<file path="config.mk">
export PLATFORM = sky130hd
export DESIGN_NAME = traffic_phase_sched
export DESIGN_NICKNAME = d
export VERILOG_FILES = /design/src/rtl/traffic_phase_sched.sv
export SDC_FILE = /design/constraint.sdc
export NUM_CORES = 1
export LEC_CHECK = 0
export CAP_MARGIN = 5
export CORE_MARGIN = 2
export CORE_UTILIZATION = 55
export CTS_CLUSTER_SIZE = 40
export DETAILED_ROUTE_END_ITERATION = 8
export HOLD_SLACK_MARGIN = 0.03
export PLACE_DENSITY = 0.79
export SETUP_SLACK_MARGIN = 0.02
export SLEW_MARGIN = 25
export SYNTH_ARGS = -nofsm -noshare
export SYNTH_HDL_FRONTEND = slang
export SYNTH_SLANG_ARGS = --single-unit
</file>
<file path="constraint.sdc">
create_clock -name CLK -period 5.8 [get_ports CLK]
set_input_delay 1.45 -clock CLK [delete_from_list [all_inputs] [get_ports CLK]]
set_output_delay 1.45 -clock CLK [all_outputs]
set_load 0.03 [all_outputs]
</file>
<file path="src/rtl/traffic_phase_sched.sv">
// -----------------------------------------------------------------------------
// traffic_phase_sched
//
// Demand-driven phase scheduler for a two-road (north/east) intersection.
// The scheduler steps both lamp sets through green, yellow and all-red phases.
// Each green has a minimum and a maximum length. A green is extended while
// its own approach keeps calling, and it ends early (gap-out) once that
// approach goes quiet and the other side has demand. An optional pedestrian
// walk phase is slotted in after an all-red clearance.
//
// Optional feature macro: TRAFFIC_SCHED_PED_EN
//   defined   -> pedestrian latch, WALK phase and walk-source register present
//   undefined -> PED_REQ ignored, PED_PEND/WALK tied low, AR1->EG, AR2->NG
//
// Parameters
//   GREEN_MIN  minimum green cycles per approach (>=1)
//   GREEN_MAX  maximum green cycles while the other side has demand
//   YELLOW_T   yellow duration in cycles
//   ALLRED_T   all-red clearance in cycles
//   WALK_T     pedestrian walk duration in cycles
//   CW         timer width, must hold the largest duration minus one
//
// Ports
//   CLK        in   clock, rising edge
//   CLR_N      in   synchronous active-low reset
//   CAR_N      in   vehicle present on north approach (level)
//   CAR_E      in   vehicle present on east approach (level)
//   PED_REQ    in   pedestrian button (pulse or level)
//   GN/YN/RN   out  north green / yellow / red
//   GE/YE/RE   out  east green / yellow / red
//   WALK       out  pedestrian walk lamp
//   PED_PEND   out  pedestrian request latched, not yet served
//   PHASE[2:0] out  current state encoding (NG=0 .. WALK=6)
// -----------------------------------------------------------------------------
module traffic_phase_sched #(
    parameter int GREEN_MIN = 10,
    parameter int GREEN_MAX = 40,
    parameter int YELLOW_T  = 4,
    parameter int ALLRED_T  = 2,
    parameter int WALK_T    = 8,
    parameter int CW        = 8
) (
    input  logic       CLK,
    input  logic       CLR_N,
    input  logic       CAR_N,
    input  logic       CAR_E,
    input  logic       PED_REQ,
    output logic       GN,
    output logic       YN,
    output logic       RN,
    output logic       GE,
    output logic       YE,
    output logic       RE,
    output logic       WALK,
    output logic       PED_PEND,
    output logic [2:0] PHASE
);

    typedef enum logic [2:0] {
        ST_NG   = 3'd0,
        ST_NY   = 3'd1,
        ST_AR1  = 3'd2,
        ST_EG   = 3'd3,
        ST_EY   = 3'd4,
        ST_AR2  = 3'd5,
        ST_WALK = 3'd6
    } state_t;

    // Terminal timer values (duration - 1) at the timer width.
    localparam logic [CW-1:0] GMIN_LAST   = CW'(GREEN_MIN - 1);
    localparam logic [CW-1:0] GMAX_LAST   = CW'(GREEN_MAX - 1);
    localparam logic [CW-1:0] YELLOW_LAST = CW'(YELLOW_T - 1);
    localparam logic [CW-1:0] ALLRED_LAST = CW'(ALLRED_T - 1);

    // Lamp vector order: {GN, YN, RN, GE, YE, RE}
    localparam logic [5:0] LAMPS_NG  = 6'b100_001;
    localparam logic [5:0] LAMPS_NY  = 6'b010_001;
    localparam logic [5:0] LAMPS_EG  = 6'b001_100;
    localparam logic [5:0] LAMPS_EY  = 6'b001_010;
    localparam logic [5:0] LAMPS_RED = 6'b001_001;

    state_t        state_q, state_d;
    logic [CW-1:0] timer_q, timer_d;
    logic [5:0]    lamp_q;
    logic          leave_ng_demand;   // opposing demand seen from NG
    logic          leave_eg_demand;   // opposing demand seen from EG
    logic          in_green;

    function automatic logic [5:0] lamp_decode(input state_t s);
        logic [5:0] l;
        l = LAMPS_RED;
        case (s)
            ST_NG:   l = LAMPS_NG;
            ST_NY:   l = LAMPS_NY;
            ST_EG:   l = LAMPS_EG;
            ST_EY:   l = LAMPS_EY;
            default: l = LAMPS_RED;
        endcase
        return l;
    endfunction

`ifdef TRAFFIC_SCHED_PED_EN
    localparam logic [CW-1:0] WALK_LAST = CW'(WALK_T - 1);

    logic ped_pend_q, ped_pend_d;
    logic walk_src_q, walk_src_d;     // 0: WALK entered from AR1, 1: from AR2
    logic walk_q;
    logic entering_walk;

    assign leave_ng_demand = CAR_E | ped_pend_q;
    assign leave_eg_demand = CAR_N | ped_pend_q;
    assign entering_walk   = (state_d == ST_WALK) && (state_q != ST_WALK);

    always_comb begin
        ped_pend_d = ped_pend_q;
        walk_src_d = walk_src_q;
        if (PED_REQ && (state_q != ST_WALK)) begin
            ped_pend_d = 1'b1;
        end
        // Entering WALK serves the request; a press on that same edge is
        // considered served too, so the clear takes priority.
        if (entering_walk) begin
            ped_pend_d = 1'b0;
            walk_src_d = (state_q == ST_AR2);
        end
    end
`else
    logic ped_req_unused;

    assign ped_req_unused  = PED_REQ;
    assign leave_ng_demand = CAR_E;
    assign leave_eg_demand = CAR_N;
`endif

    // Next-state logic
    always_comb begin
        state_d = state_q;
        case (state_q)
            // Leave green after the minimum time if the other side is waiting
            // and either this side went quiet (gap-out) or max-out was reached.
            ST_NG: begin
                if ((timer_q >= GMIN_LAST) && leave_ng_demand &&
                    (!CAR_N || (timer_q == GMAX_LAST))) begin
                    state_d = ST_NY;
                end
            end
            ST_NY: begin
                if (timer_q == YELLOW_LAST) begin
                    state_d = ST_AR1;
                end
            end
            ST_AR1: begin
                if (timer_q == ALLRED_LAST) begin
`ifdef TRAFFIC_SCHED_PED_EN
                    state_d = ped_pend_q ? ST_WALK : ST_EG;
`else
                    state_d = ST_EG;
`endif
                end
            end
            ST_EG: begin
                if ((timer_q >= GMIN_LAST) && leave_eg_demand &&
                    (!CAR_E || (timer_q == GMAX_LAST))) begin
                    state_d = ST_EY;
                end
            end
            ST_EY: begin
                if (timer_q == YELLOW_LAST) begin
                    state_d = ST_AR2;
                end
            end
            ST_AR2: begin
                if (timer_q == ALLRED_LAST) begin
`ifdef TRAFFIC_SCHED_PED_EN
                    state_d = ped_pend_q ? ST_WALK : ST_NG;
`else
                    state_d = ST_NG;
`endif
                end
            end
`ifdef TRAFFIC_SCHED_PED_EN
            ST_WALK: begin
                if (timer_q == WALK_LAST) begin
                    state_d = walk_src_q ? ST_NG : ST_EG;
                end
            end
`endif
            // Illegal (and, without the pedestrian feature, unused) codes
            // recover straight to north green.
            default: state_d = ST_NG;
        endcase
    end

    assign in_green = (state_q == ST_NG) || (state_q == ST_EG);

    // Timer restarts on every state entry; in green it parks at the max-out
    // value so a long rest never wraps and max-out stays immediately available.
    always_comb begin
        if (state_d != state_q) begin
            timer_d = '0;
        end else if (in_green && (timer_q == GMAX_LAST)) begin
            timer_d = timer_q;
        end else begin
            timer_d = timer_q + 1'b1;
        end
    end

    always_ff @(posedge CLK) begin
        if (!CLR_N) begin
            state_q <= ST_NG;
            timer_q <= '0;
            lamp_q  <= LAMPS_NG;
        end else begin
            state_q <= state_d;
            timer_q <= timer_d;
            // Lamps are registered from the next state, so they always match
            // the state register.
            lamp_q  <= lamp_decode(state_d);
        end
    end

`ifdef TRAFFIC_SCHED_PED_EN
    always_ff @(posedge CLK) begin
        if (!CLR_N) begin
            ped_pend_q <= 1'b0;
            walk_src_q <= 1'b0;
            walk_q     <= 1'b0;
        end else begin
            ped_pend_q <= ped_pend_d;
            walk_src_q <= walk_src_d;
            walk_q     <= (state_d == ST_WALK);
        end
    end

    assign WALK     = walk_q;
    assign PED_PEND = ped_pend_q;
`else
    assign WALK     = 1'b0;
    assign PED_PEND = 1'b0;
`endif

    assign {GN, YN, RN, GE, YE, RE} = lamp_q;
    assign PHASE = state_q;

endmodule

</file>
==> results.md <==
## Status
* **status** completed

## Clocking
* **count of H-tree levels built during CTS** 1
* **post-CTS setup-driven buffer insertion count** 0
* **CTS Buffer Depth** 2
* **CTS resizes** 0
* **number of buffers added by the clock tree synthesis step** 3
* **root buf cell** clkbuf_4
* **clock tree sinks** 17
* **insertion delay of the later-clocked pin in the worst-skew pair** 0.29 ns
* **Clock transition at path regs** 0.11 ns
* **number of buffers added to fix hold violations after cts** 0
* **CTS tree** built

## Power and ir drop
* **cell-internal power** 0.152 mW
* **total power density per cell area** 189 nW/um^2
* **Leak Pwr** 0.414 nW
* **sequential fraction of design power** 59.5%
* **switching pwr** 0.0513 mW
* **share of total power in the clock network** 30.9%
* **peak supply drop** 0.000147 V
* **part of the power in combinational logic** 9.6%
* **switching share of total power** 25.2%

## Detailed routing
* **first-pass iteration count of the detailed router** 4
* **via total after detailed routing** 830
* **routed wire length** 1940 um
* **antenna viol nets, final** 0
* **routed via count divided by cell count** 6.19
* **Remaining DRCs** 0
* **Detailed Route Iter0 Violations** 18
* **average detailed-routed wire length per instance** 14.5 um

## Cells and area
* **post-layout net count** 127
* **most common library cell in the layout ignoring fill and taps** dfxtp_1
* **commonest cells after routing, fill and taps aside** 17 x dfxtp_1, 12 x clkdlybuf4s50_1, 10 x nor3_1, 6 x nor2_1, 6 x nand4_1
* **fraction of layout cells with a size suffix above 1** 8.47%
* **n_diodes** 0
* **growth of design area from synthesis to finish** 14.2%

## Global routing
* **largest net degree at the start of global routing** 11
* **wire length of the first global-routing pass** 3250 um
* **via count of the first global-routing pass** 732
* **antenna violations before repair** 0
* **total global routing overflow** 0
* **global-route usage over all layers** 21.4%

## STA
* **achievable frequency** 325 MHz
* **final critical path time including I/O delays and setup** 3.08 ns
* **setup repair after global routing missed its margin** no
* **Slew headroom** 41.2%
* **sum of negative setup slack** 0 ns
* **post-layout worst setup margin** 2.72 ns
* **pins over their slew limit** 0
* **share of the cycle needed by the critical path after routing** 53.1%
* **worst-case clock skew** 0.00922 ns
* **Least-Margin Pin Slew** 0.874 ns
* **total of endpoints with negative setup slack in the final report** 0
* **number of failing hold endpoints at the final stage** 0

## Placed design
* **HPWL after detailed placement** 1480 um
* **pre-CTS WS** 2.43 ns
* **global placer's final weighted congestion** 0.812
* **quantity of I/O buffers inserted on ports** 12

## Logic synthesis
* **flip-flop and latch count after synthesis** 17
* **adder-cell share of the synthesized area** 3.98%
* **area of the mapped netlist** 943 sq um
* **Simple-Gate Fraction of Synth Area** 33.8%
* **post-synthesis share of cell area spent on xor and xnor gates** 6.50%
* **portion of netlist area occupied by mux cells** 2.12%
* **largest cells by area after synthesis** dfxtp_1 36%, nor3_1 5.3%, xnor2_1 4.6%, ha_1 4.0%, nand4_1 4.0%
* **Yosys warning count** 0
* **sequential element share of the synthesized area** 36.1%
* **compound-gate portion of the synthesized area** 11.1%
* **Mapped Cells** 107
* **average cell area after synthesis** 8.82 sq um
* **largest family of logic cells by synthesized area** simple AND/OR/NAND/NOR gates
* **share of the synthesized area in the top cell type** 36.1%
* **count of unique library cells instantiated by Yosys** 38
* **top cell type by total area after synthesis** dfxtp_1

## Worst hold path
* **Worst Hold Depth** 2
* **type of the worst min-delay path** reg2reg

## Worst setup path
* **CP startpoint** CAR_N
* **crit-path cells** clkdlybuf4s50_1 > o21ai_0 > a31o_2 > or4b_4 > nor4_4
* **CP max-delay cell** or4b_4
* **origin of the critical flop-to-flop path** timer_q[0]
* **delay-heaviest family, CP** simple AND/OR/NAND/NOR gates
* **type of destination of the critical path** flip-flop
* **startpoint class of the critical path** primary input
* **buffers and inverters on the worst path** 1
* **length in cells of the worst reg-to-reg path** 6
* **capture point of the worst reg-to-reg path** lamp_q[0]
* **endpoint of the most critical setup path** timer_q[2]
* **setup slack on the worst flop-to-flop path** 3.29 ns
* **arrival time of the worst setup path** 3.29 ns
* **critical path start-end classification** in2reg
* **slowest stage delay, CP** 0.60 ns
* **number of cells on the critical path** 5
* **data required time of the critical path** 6.01 ns
* **maximum fanout encountered on the critical timing path** 8

## Floorplan
* **die outline area** 2060 sq um
* **I/O pin cnt** 16
* **overall die width** 45.4 um
* **chip height** 45.4 um
* **core footprint** 1560 sq um
* **effective utilization at floorplan** 60.5%
* **row count** 14

## Job
* **number of maximum-capacitance constraint violations** 0

## tightest hold or removal path: cells and delay by family (launching register included)
family | cells | cell delay, ns
flip-flops | 1 | 0.35
multiplexers | 1 | 0.14
AND/OR/NAND/NOR | 1 | 0.06
## layout make-up
type	count	area [sq um]
multi-input combinational	80	551
fill	133	482
sequential	17	340
timing repair buffer	12	120
clock buffer	3	22.5
tap	16	20.0
inverter	5	18.8
clock inverter	1	5.00
## cell usage after synthesis
library cell	count
xnor2_1	5
or4_4	1
nor4_4	1
a31oi_1	2
a31o_2	1
nor2b_1	2
nor2_1	6
a21o_1	1
nor4_1	2
clkbuf_1	3
a2111oi_2	1
mux2i_1	2
xor2_1	2
o21ai_0	4
and2_1	3
a21oi_1	4
or3_1	1
nand4_1	6
nand2_1	3
or3b_1	1
nor3b_1	1
nor3_1	10
a2111o_1	1
or4b_4	1
nand4b_1	1
and4_1	1
ha_1	3
conb_1	1
nand2b_1	2
inv_1	5
dfxtp_1	17
buf_4	2
o311a_1	1
nand3_1	5
buf_6	1
and3_1	2
or3b_2	1
nor4b_1	1
## kinds of logic (layout without fill, tap and decap cells)
group                      after synthesis  after routing
AOI/OAI and AO/OA                       15             15
xor gates and xnor gates                 7              7
adders and majority gates                3              3
buffers and inverters                   11             21
DFF                                     17             17
muxes                                    2              2
other                                    1              2
and+or+nand+nor                         51             51
## flip-flops by register name, summed over array words and instances, names as in the netlist
signal / cells
lamp_q: 6
PHASE: 3
timer_q: 8
## metal layers
metal	share of wire [%]	vias to the layer above	track usage [%]
met5	0	-	0
met4	0.72	0	7.06
met3	4.0	2	2.38
met2	46	27	32.7
met1	49	392	31.3
li1	-	409	-
## power by group through the flow
stage	logic (mW)	clock network, mW	registers (mW)
finish	0.0196	0.0629	0.121
global route	0.0218	0.0689	0.122
CTS	0.0196	0.0642	0.121
detailed placement	0.0195	0	0.124
global placement	0.0189	0	0.124
floorplan	0.0164	0	0.123
## per-stage QoR
stage          utilization, %  area (sq um)  hold WS [ns]  cells  power [mW]
5_1_grt                  69.1          1080         0.608    134       0.212
3_3_place_gp             67.3          1050         0.552    130       0.143
2_1_floorplan               -           947         0.531    108       0.139
3_5_place_dp             67.3          1050         0.568    130       0.143
6_report                 69.1          1080         0.583    134       0.204
4_1_cts                  69.1          1080         0.585    134       0.205
## worst min path at each step
stage                          start    endpoint  slack (ns)
final                     timer_q[1]  timer_q[1]        0.58
after global routing      timer_q[6]  timer_q[6]        0.61
after CTS                 timer_q[1]  timer_q[1]        0.58
after detailed placement  timer_q[6]  timer_q[6]        0.57
after global placement    timer_q[1]  timer_q[1]        0.55
after floorplan           timer_q[1]  timer_q[1]        0.53
Power figures use the tool's default switching activity.
